<file path="src/rtl/cartridge_flash_loader.sv">
// cartridge_flash_loader: boot-time copy of a 16-bit NOR flash ROM image into byte-wide cartridge BRAM
module cartridge_flash_loader #(
   parameter logic [23:0] FLASH_BASE = 24'h000000,
   parameter int NUM_WORDS = 16384,
   parameter int WAIT_CYCLES = 8,
   parameter int BYTE_ORDER = 0
) (
   input logic I_CLK,
   input logic I_RESET,
   input logic I_START,
   input logic [15:0] flash_d,
   output logic [23:0] flash_a,
   output logic flash_clk,
   output logic flash_adv_n,
   output logic flash_we_n,
   output logic flash_ce_n,
   output logic flash_oe_n,
   output logic O_BRAM_WE,
   output logic [14:0] O_BRAM_ADDR,
   output logic [7:0] O_BRAM_DIN,
   output logic O_BUSY,
   output logic O_DONE
);
   localparam int CW = WAIT_CYCLES > 1 ? $clog2(WAIT_CYCLES) : 1;
   localparam logic [CW-1:0] RELOAD = CW'(WAIT_CYCLES - 1);
   localparam logic [14:0] LAST = 15'(NUM_WORDS - 1);
   localparam bit EMPTY = NUM_WORDS == 0;
   typedef enum logic [2:0] {IDLE, WAIT, WR_LO, WR_HI, DONE} state_t;
   state_t state, state_n;
   logic [14:0] idx;
   logic [CW-1:0] cnt;
   logic [15:0] latch;
   logic go;
   assign flash_clk = 1'b1;
   assign flash_adv_n = 1'b0;
   assign flash_we_n = 1'b1;
   assign go = state == IDLE || (state == DONE && I_START);
   // next state: start a load on go, hold the address for the access time, then write two bytes
   always_comb begin
      state_n = state;
      case (state)
         IDLE, DONE: if (go) state_n = EMPTY ? DONE : WAIT;
         WAIT: if (cnt == '0) state_n = WR_LO;
         WR_LO: state_n = WR_HI;
         WR_HI: state_n = idx == LAST ? DONE : WAIT;
         default: state_n = IDLE;
      endcase
   end
   // state register
   always_ff @(posedge I_CLK or posedge I_RESET) begin
      if (I_RESET) state <= IDLE;
      else state <= state_n;
   end
   // datapath and registered outputs; outputs follow the state being entered so they align with it
   always_ff @(posedge I_CLK or posedge I_RESET) begin
      if (I_RESET) begin
         idx <= '0;
         cnt <= '0;
         latch <= '0;
         flash_a <= FLASH_BASE;
         flash_ce_n <= 1'b1;
         flash_oe_n <= 1'b1;
         O_BRAM_WE <= 1'b0;
         O_BRAM_ADDR <= '0;
         O_BRAM_DIN <= '0;
         O_BUSY <= 1'b0;
         O_DONE <= 1'b0;
      end else begin
         flash_ce_n <= state_n != WAIT;
         flash_oe_n <= state_n != WAIT;
         O_BRAM_WE <= state_n == WR_LO || state_n == WR_HI;
         O_BUSY <= state_n == WAIT || state_n == WR_LO || state_n == WR_HI;
         O_DONE <= state_n == DONE;
         if (go) begin
            idx <= '0;
            flash_a <= FLASH_BASE;
            cnt <= RELOAD;
         end
         if (state == WAIT) begin
            cnt <= cnt - 1'b1;
            if (cnt == '0) begin
               latch <= flash_d;
               O_BRAM_ADDR <= {idx[13:0], 1'b0};
               O_BRAM_DIN <= BYTE_ORDER != 0 ? flash_d[15:8] : flash_d[7:0];
            end
         end
         if (state == WR_LO) begin
            O_BRAM_ADDR <= {idx[13:0], 1'b1};
            O_BRAM_DIN <= BYTE_ORDER != 0 ? latch[7:0] : latch[15:8];
         end
         if (state == WR_HI && idx != LAST) begin
            idx <= idx + 15'd1;
            flash_a <= FLASH_BASE + {9'd0, idx + 15'd1};
            cnt <= RELOAD;
         end
      end
   end
endmodule

</file>
<file path="config.mk">
export PLATFORM = sky130hd
export DESIGN_NAME = cartridge_flash_loader
export DESIGN_NICKNAME = d
export VERILOG_FILES = /design/src/rtl/cartridge_flash_loader.sv
export SDC_FILE = /design/constraint.sdc
export NUM_CORES = 1
export LEC_CHECK = 0
export CORE_MARGIN = 8
export CORE_UTILIZATION = 51
export CTS_CLUSTER_DIAMETER = 150
export DETAILED_ROUTE_END_ITERATION = 16
export PLACE_DENSITY = 0.81
export SLEW_MARGIN = 5
export SYNTH_ARGS = -nofsm -noshare
export SYNTH_HDL_FRONTEND = slang
export SYNTH_SLANG_ARGS = --single-unit
</file>
<file path="constraint.sdc">
create_clock -name I_CLK -period 3.95 [get_ports I_CLK]
set_clock_uncertainty 0.1 [all_clocks]
set_input_delay 0.395 -clock I_CLK [delete_from_list [all_inputs] [get_ports I_CLK]]
set_output_delay 0.395 -clock I_CLK [all_outputs]
set_load 0.01 [all_outputs]
</file>
==> results of run 1 <==
==> how the worst min path moves through the flow <==
stage	start	end	cells past startpoint
finish	latch[10]	O_BRAM_DIN[2]	2
global route	O_BRAM_ADDR[0]	O_BRAM_ADDR[0]	1
global placement	latch[8]	O_BRAM_DIN[0]	2
detailed placement	latch[10]	O_BRAM_DIN[2]	2
floorplan	latch[8]	O_BRAM_DIN[0]	2
CTS	latch[10]	O_BRAM_DIN[2]	2
==> layer usage <==
metal	part of all wire, %	wire length [um]	global-route usage [%]
met5	0	0	0
met2	47	2783	25.28
met3	7.9	464	5.441
met4	0.78	46	3.906
met1	44	2576	20.02
==> per-stage QoR <==
| stage | instances | hold slack [ps] |
|---|---|---|
| 2_1_floorplan | 236 | 344.4 |
| 3_3_place_gp | 348 | 350.7 |
| 3_5_place_dp | 348 | 362.2 |
| 4_1_cts | 356 | 385.9 |
| 5_1_grt | 356 | 412.6 |
| 6_report | 356 | 383.2 |
==> cells by family after synthesis <==
family / after synthesis / share of synthesized area [%]
buffers and inverters: 30 / 6.654
other: 2 / 0.2873
muxes: 34 / 14.07
and+or+nand+nor: 69 / 14.79
AOI/OAI and AO/OA: 31 / 8.761
adders and majority gates: 3 / 1.436
DFF: 56 / 53.66
xor gates and xnor gates: 1 / 0.3351
==> worst reg2reg max path: stages (launching register included) <==
cell	delay, ps
dfrtp_1	430
ha_1	280
nand3b_1	130
nor4_2	680
nor2_1	330
or4_1	550
==> power by group through the flow <==
stage / Combinational, mW / Clock (mW) / Sequential [mW]
floorplan: 0.0296 / 0 / 0.598
global placement: 0.0537 / 0 / 0.596
detailed placement: 0.0550 / 0 / 0.596
CTS: 0.0551 / 0.320 / 0.585
global route: 0.0601 / 0.340 / 0.586
finish: 0.0541 / 0.308 / 0.585
==> layout make-up <==
class,instances,area (um^2),share of cell area (%)
Multi-Input combinational cell,150,1080,32.52
Tap cell,70,87.58,2.638
Inverter,8,30.03,0.9043
Sequential cell,56,1403,42.24
Timing Repair Buffer,64,633.1,19.07
Clock buffer,5,68.82,2.072
Clock inverter,3,18.77,0.5652
==> flip-flops by register name, summed over array words and instances, names as in the netlist <==
name and cells:
O_BRAM_ADDR 15, flash_a 15, O_BRAM_DIN 8, latch 8
cnt 3, state 3, O_BRAM_WE 1, O_BUSY 1
O_DONE 1, flash_oe_n 1
==> placed cells by master (no fill, tap or decap), types with 5 or more instances in the layout <==
cell	count
clkdlybuf4s50_1	61
dfrtp_1	55
mux2_2	22
nand2_1	22
mux2i_1	12
conb_1	12
o21ai_0	10
inv_1	7
nand4_1	6
nand3_1	5
nor2_1	5
clkbuf_8	5
==> out/results.txt, run 1 <==
CP required: 4030 ps
CTS tree: done
Die W: 87.59 um
Worst path depth: 5
Critical path fanouts, max: 11
Largest net degree at the start of global routing: 34
Slowest cell on crit path: nor4_2
Fillers: 413
Hold Path Class: reg -> reg
CTS Buf Count: 5
Max Slew Vio Count: 0
Initial antenna violation count: 0
Top post-synthesis cells by count: 55 x dfrtp_1, 22 x mux2_2, 22 x nand2_1, 13 x buf_4, 12 x mux2i_1
H-tree depth: 2
WP buf/inv: 0
Warnings from Yosys: 0
R2R setup slack: 1320 ps
Worst setup path end: O_BUSY
Fin area: 0.003321 mm^2
Register share of total power: 61.8%
DP Worst Slack: 1364 ps
Starting DRC count in detailed routing: 101
Least-Margin Pin Slew: 969.9 ps
Worst Setup End Kind: flop
PwrDens: 285.3 mW/mm^2
Clock slew seen by the registers of the worst setup and hold paths: 90 ps
Rel. slew slack: 35.34%
Static Leakage: 1.374 nW
Achievable Freq: 0.3808 GHz
Sequential share of the synthesized area: 53.66%
PnR worst setup slack: 1324 ps
Mean Syn Cell Area: 11.57 um^2
Routability cong.: 0.7854
Synth area leader: dfrtp_1
Number of max-cap violations: 0
Min Tclk post-route: 2626 ps
Net switching power figure: 0.2136 mW
Root Driver: clkbuf_8
Post-CTS Setup Inserts: 0
Clk Latency, worst-skew pair: 310 ps
Worst endpoint data arrival time: 2710 ps
Drt drc: 0
Crit path kind: reg -> reg
Number of diodes: 0
DRT antenna net count: 0
Reg2reg end: O_BUSY
CP startpoint: flash_a[0]
Core footprint: 0.005042 mm^2
Total power: 0.9473 mW
Chip height: 87.59 um
Clock buffer depth: 2
Synth area leaders: dfrtp_1 53%, mux2_2 9.5%, mux2i_1 4.6%
FP Rows: 26
Area grow syn2layout: 27.05%
Final setup TNS: 0 ps
GRT Resource Usage Total: 15.82%
Most frequent cell after synthesis: dfrtp_1
Final layout net count: 307
Int Power: 0.7336 mW
VDD IR max: 0.2207 mV
Total iterations of the first detailed-routing run: 4
CTS sink cnt: 56
Vias per inst: 5.402
Final-report hold violation count: 0
Sw frac: 22.55%
Post-CTS Hold Fix Bufs: 0
Peak per-stage delay on the critical path: 680 ps
Number of distinct library cells after synthesis: 48
Initial Util: 51.84%
Dominant synthesized flop cell: dfrtp_1
Depth of the worst register-to-register path: 5
Worst r2r src: flash_a[0]
Cell Chain, Critical Path: ha_1 > nand3b_1 > nor4_2 > nor2_1 > or4_1
Post-CTS sizing: 0
Status: complete, no violations
Vias: 1,923
#FFs+latches synth: 56
Proportion of netlist area held by the largest area contributor: 52.66%
Post-DP Area: 0.003233 mm^2
Layout cells sized above 1: 14.69%
WL per Instance: 16.49 um
Final period utilization: 66.49%
EDFF count, synth: 0
Clock power share: 32.5%
Worst Setup Start Kind: flop
Synthesized area: 0.002614 mm^2
Final Util: 65.86%
Remaining Overflow, GRT: 0
Number of port buffers: 61
Num ports: 74
Async S/R FF share, synth: 100.0%
Delay-heaviest family, CP: simple AND/OR/NAND/NOR gates
Die area: 0.007672 mm^2
Vias in the first global route: 1,925
Detailed Place HPWL: 4263 um
Setup violations, final: 0
Comb power frac: 5.7%
First-pass GRT wire length: 9515 um
Detailed Route WL: 5871 um
RSZ-0062 raised after global routing: no
Cell count after synthesis: 226
Note: power is estimated with default switching activity, not from simulation.
==> inputs of run 2 (changes only) <==
--- a/config.mk
+++ b/config.mk
@@ -6,10 +6,10 @@
 export NUM_CORES = 1
 export LEC_CHECK = 0
 export CORE_MARGIN = 8
-export CORE_UTILIZATION = 51
+export CORE_UTILIZATION = 43
 export CTS_CLUSTER_DIAMETER = 150
 export DETAILED_ROUTE_END_ITERATION = 16
-export PLACE_DENSITY = 0.81
+export PLACE_DENSITY = 0.72
 export SLEW_MARGIN = 5
 export SYNTH_ARGS = -nofsm -noshare
 export SYNTH_HDL_FRONTEND = slang
==> constraint.sdc (replaced) <==
create_clock -name I_CLK -period 2.2 [get_ports I_CLK]
set_clock_uncertainty 0.1 [all_clocks]
set_input_delay 0.22 -clock I_CLK [delete_from_list [all_inputs] [get_ports I_CLK]]
set_output_delay 0.22 -clock I_CLK [all_outputs]
set_load 0.01 [all_outputs]
==> run 2 against run 1 <==
Hold slack worse by 320 ps. Largest power group unchanged. Critical path type unchanged. Largest cell class unchanged. Highest routed layer unchanged. Clock-buffer cell count stayed put. Via count stayed put. Utilization is 7.6 points lower.
==> out/results.txt, run 2 (synthesized netlist as in run 1, its figures left out) <==
CP required: 2360 ps
Status: complete, no violations
Post-CTS Hold Fix Bufs: 0
H-tree depth: 2
PwrDens: 533.5 mW/mm^2
FP Rows: 28
Sw frac: 21.57%
Largest net degree at the start of global routing: 31
Fin area: 0.003431 mm^2
Worst Setup Start Kind: flop
Most frequent cells in the layout: 61 x clkdlybuf4s50_1, 55 x dfrtp_1, 22 x mux2_2, 22 x nand2_1
Final Util: 58.29%
Total iterations of the first detailed-routing run: 4
CTS tree: done
DRT antenna net count: 0
Rel. slew slack: 66.51%
Number of diodes: 0
Max Slew Vio Count: 0
Crit path kind: reg -> reg
Number of max-cap violations: 0
Die W: 93.97 um
Detailed Place HPWL: 4355 um
Number of port buffers: 61
VDD IR max: 0.3738 mV
Hold Path Class: in -> async
Area grow syn2layout: 31.26%
Final layout net count: 316
Net switching power figure: 0.3949 mW
Post-CTS sizing: 0
Drt drc: 0
Initial Util: 44.41%
First-pass GRT wire length: 9528 um
Least-Margin Pin Slew: 500.9 ps
Clock slew seen by the registers of the worst setup and hold paths: 100 ps
RSZ-0062 raised after global routing: no
WL per Instance: 16.10 um
Detailed Route WL: 5957 um
Static Leakage: 1.430 nW
Worst Setup End Kind: flop
Setup violations, final: 0
Final period utilization: 90.72%
Vias per inst: 5.197
Num ports: 74
Clk Latency, worst-skew pair: 310 ps
CTS Buf Count: 5
Vias: 1,923
GRT Resource Usage Total: 13.49%
Biggest registers after layout: O_BRAM_ADDR: 15 flops, flash_a: 15 flops
Non-filler instance count after layout: 370
Vias in the first global route: 1,919
Chip height: 93.97 um
Min Tclk post-route: 1996 ps
Core footprint: 0.005886 mm^2
Total power: 1.830 mW
Achievable Freq: 0.5011 GHz
Comb power frac: 5.6%
Register share of total power: 57.4%
Final setup TNS: 0 ps
Final-report hold violation count: 0
Root Driver: clkbuf_8
Int Power: 1.436 mW
Starting DRC count in detailed routing: 114
Most common cell after layout, fill and taps aside: clkdlybuf4s50_1
Remaining Overflow, GRT: 0
CTS sink cnt: 56
Clock buffer depth: 2
Layout cells sized above 1: 17.29%
Post-DP Area: 0.003319 mm^2
Placed insts: 362
Initial antenna violation count: 0
Post-CTS Setup Inserts: 0
Critical path fanouts, max: 8
Worst endpoint data arrival time: 2150 ps
Routability cong.: 0.7910
Die area: 0.008829 mm^2
Clock power share: 37.0%
[run 2: changes by cell type in the layout (fill, tap and decap cells not counted)]
cell | before | now
buf_12 | 0 | 1
buf_4 | 3 | 11
bufinv_16 | 0 | 1
clkinv_2 | 2 | 1
clkinv_4 | 1 | 0
clkinvlp_4 | 0 | 1
[run 2: area by class of cell]
class                           count  area, um^2
Fill cell                         489        2455
Inverter                            8       30.03
Clock buffer                        5       68.82
Sequential cell                    56        1403
Clock inverter                      3       42.54
Timing Repair Buffer               73       713.2
Multi-Input combinational cell    150        1080
Tap cell                           75       93.84
[run 2: critical path: stages, from the launching register on]
cell	delay [ps]
dfrtp_1	450
ha_1	290
nand3b_1	140
or4_4	480
a21oi_4	280
a221o_1	200
[run 2: power by group through the flow]
stage | sequential, mW | clock [mW] | combinational [mW]
2_1_floorplan | 1.07 | 0 | 0.0531
3_3_place_gp | 1.07 | 0 | 0.102
3_5_place_dp | 1.07 | 0 | 0.103
4_1_cts | 1.05 | 0.689 | 0.104
5_1_grt | 1.05 | 0.733 | 0.112
6_report | 1.05 | 0.678 | 0.102
[run 2: through the flow]
stage / hold WS, ps / setup WS, ps
floorplan: 270.4 / 313.9
global route: 98.56 / 80.64
CTS: 77.27 / 215.2
finish: 62.59 / 204.2
global placement: 356.2 / 293.2
detailed placement: 365.1 / 260.7
[run 2: metal layers]
| metal | up-vias | part of all wire [%] | global-route usage, % |
|---|---|---|---|
| li1 | 922 | - | - |
| met1 | 929 | 45 | 17.04 |
| met2 | 67 | 46 | 22.05 |
| met3 | 5 | 7.6 | 4.077 |
| met4 | 0 | 0.81 | 3.038 |
| met5 | - | 0 | 0 |
[run 2: final timing paths]
path,startpoint,endpoint,slack (ps),depth (start not counted)
worst max-delay path,flash_a[0],flash_a[2],200,5
worst min-delay path,I_RESET,O_BRAM_ADDR[5],60,2
worst max register to register,flash_a[0],flash_a[2],200,5
worst min register to register,O_BRAM_ADDR[0],O_BRAM_ADDR[0],390,1
max in group asynchronous,I_RESET,flash_a[9],1420,3
min in group I_CLK,O_BRAM_ADDR[0],O_BRAM_ADDR[0],390,1
==> inputs of run 3 (changes only) <==
--- a/config.mk
+++ b/config.mk
@@ -5,11 +5,11 @@
 export SDC_FILE = /design/constraint.sdc
 export NUM_CORES = 1
 export LEC_CHECK = 0
-export CORE_MARGIN = 8
+export CORE_MARGIN = 2
 export CORE_UTILIZATION = 43
 export CTS_CLUSTER_DIAMETER = 150
 export DETAILED_ROUTE_END_ITERATION = 16
-export PLACE_DENSITY = 0.72
+export PLACE_DENSITY_LB_ADDON = 0.12
 export SLEW_MARGIN = 5
 export SYNTH_ARGS = -nofsm -noshare
 export SYNTH_HDL_FRONTEND = slang
==> run 3 against run 2 <==
Worst setup slack improved by 53 ps. Via count increased by 1.6%. Sequential share of layout area grew 0.060 points. Hold slack improved by 91 ps. Sequential power about the same. Utilization decreased by 0.085 points. Critical path depth stayed put.
==> out/results.txt, run 3 (synthesized netlist as in run 1, its figures left out) <==
Detailed Place HPWL: 3761 um
CTS sink cnt: 56
Number of port buffers: 61
Root Driver: clkbuf_8
Most common cell after layout, fill and taps aside: clkdlybuf4s50_1
Die area: 0.006718 mm^2
Number of max-cap violations: 0
Routability cong.: 0.7515
Final-report hold violation count: 0
Initial antenna violation count: 0
Drt drc: 0
Most frequent cells in the layout: 61 x clkdlybuf4s50_1, 55 x dfrtp_1, 22 x mux2_2, 22 x nand2_1, 13 x buf_4
Min Tclk post-route: 1943 ps
Hold Path Class: in -> async
CP startpoint: flash_a[1]
H-tree depth: 2
Achievable Freq: 0.5147 GHz
Static Leakage: 1.435 nW
PwrDens: 504.1 mW/mm^2
Worst r2r src: flash_a[1]
CP required: 2370 ps
Biggest registers after layout: O_BRAM_ADDR: 15 flops, flash_a: 15 flops
Post-CTS sizing: 0
Status: complete, no violations
Post-CTS Hold Fix Bufs: 0
VDD IR max: 0.2657 mV
Worst Setup End Kind: flop
Largest net degree at the start of global routing: 57
WL per Instance: 14.64 um
Crit path kind: reg -> reg
Fillers: 511
Worst Setup Start Kind: flop
Max Slew Vio Count: 0
Post-CTS Setup Inserts: 0
Number of diodes: 0
CTS tree: done
Slowest cell on crit path: or4_4
Peak per-stage delay on the critical path: 480 ps
Chip height: 81.97 um
Vias: 1,953
First-pass GRT wire length: 8797 um
Clock slew seen by the registers of the worst setup and hold paths: 110 ps
Setup violations, final: 0
Cell Chain, Critical Path: ha_1 > nand3b_1 > or4_4 > a21oi_4 > mux2_2
FP Rows: 28
Critical path fanouts, max: 8
Starting DRC count in detailed routing: 110
Final layout net count: 318
Detailed Route WL: 5445 um
Final period utilization: 88.32%
RSZ-0062 raised after global routing: no
Remaining Overflow, GRT: 0
Total iterations of the first detailed-routing run: 4
Vias per inst: 5.250
Area grow syn2layout: 31.07%
Vias in the first global route: 1,835
Initial Util: 44.41%
Worst endpoint data arrival time: 2110 ps
R2R setup slack: 260 ps
GRT Resource Usage Total: 17.42%
CTS Buf Count: 5
Num ports: 74
Final setup TNS: 0 ps
Clock buffer depth: 2
Core footprint: 0.005886 mm^2
Total power: 1.727 mW
DRT antenna net count: 0
Layout cells sized above 1: 17.85%
Die W: 81.97 um
Clk Latency, worst-skew pair: 320 ps
[run 3: cell types whose count changed in the layout (fill, tap and decap cells not counted), sizes merged]
cell      before  now
buf           12   14
clkinv         1    2
inv            8    9
clkinvlp       1    0
bufinv         1    0
[run 3: final timing paths]
kind / end / cells past startpoint
worst max register to register: flash_a[0] / 5
max in group asynchronous: flash_oe_n / 3
worst min-delay path: O_BUSY / 3
min in group I_CLK: O_BRAM_DIN[1] / 2
worst min register to register: O_BRAM_DIN[1] / 2
worst max-delay path: flash_a[0] / 5
[run 3: routing by layer]
layer	track usage [%]	wire [um]	up-vias
met3	4.615	268	7
met2	27.24	2645	45
met5	0	0	-
met1	23.80	2470	972
met4	5.167	61	0
li1	-	-	929
[run 3: cell type report]
class	instances	area [um^2]	area share, %
flip-flops and latches	56	1403	40.94
multi-input cells	150	1080	31.52
repair buffers	75	728.2	21.26
well taps	75	93.84	2.739
clock buffers	5	68.82	2.009
inverters	8	30.03	0.8766
clock inverters	3	22.52	0.6574
[run 3: through the flow]
| stage | cells | utilization, % | cell area, um^2 | worst slack (ps) | hold WS (ps) |
|---|---|---|---|---|---|
| global route | 372 | 58.21 | 3426 | 121.3 | 170.1 |
| CTS | 372 | 58.21 | 3426 | 238.9 | 170.4 |
| floorplan | 236 | - | 2651 | 313.9 | 270.4 |
| detailed placement | 364 | 56.65 | 3334 | 264.3 | 365.7 |
| finish | 372 | 58.21 | 3426 | 257.1 | 153.9 |
| global placement | 364 | 56.65 | 3334 | 288.1 | 355.5 |
[run 3: where the power goes]
| group | switching [mW] | leakage (nW) | total [mW] | internal [mW] |
|---|---|---|---|---|
| sequential | 0.00688 | 0.717 | 1.05 | 1.04 |
| combinational | 0.0457 | 0.669 | 0.0995 | 0.0537 |
| clock | 0.348 | 0.0485 | 0.577 | 0.229 |
[run 3: worst max-delay path, delay by kind of cell (launching register included)]
kind | cells | cell delay [ps]
adders and majority gates | 1 | 300
DFF | 1 | 370
muxes | 1 | 200
AOI/OAI and AO/OA | 1 | 290
and+or+nand+nor | 2 | 630
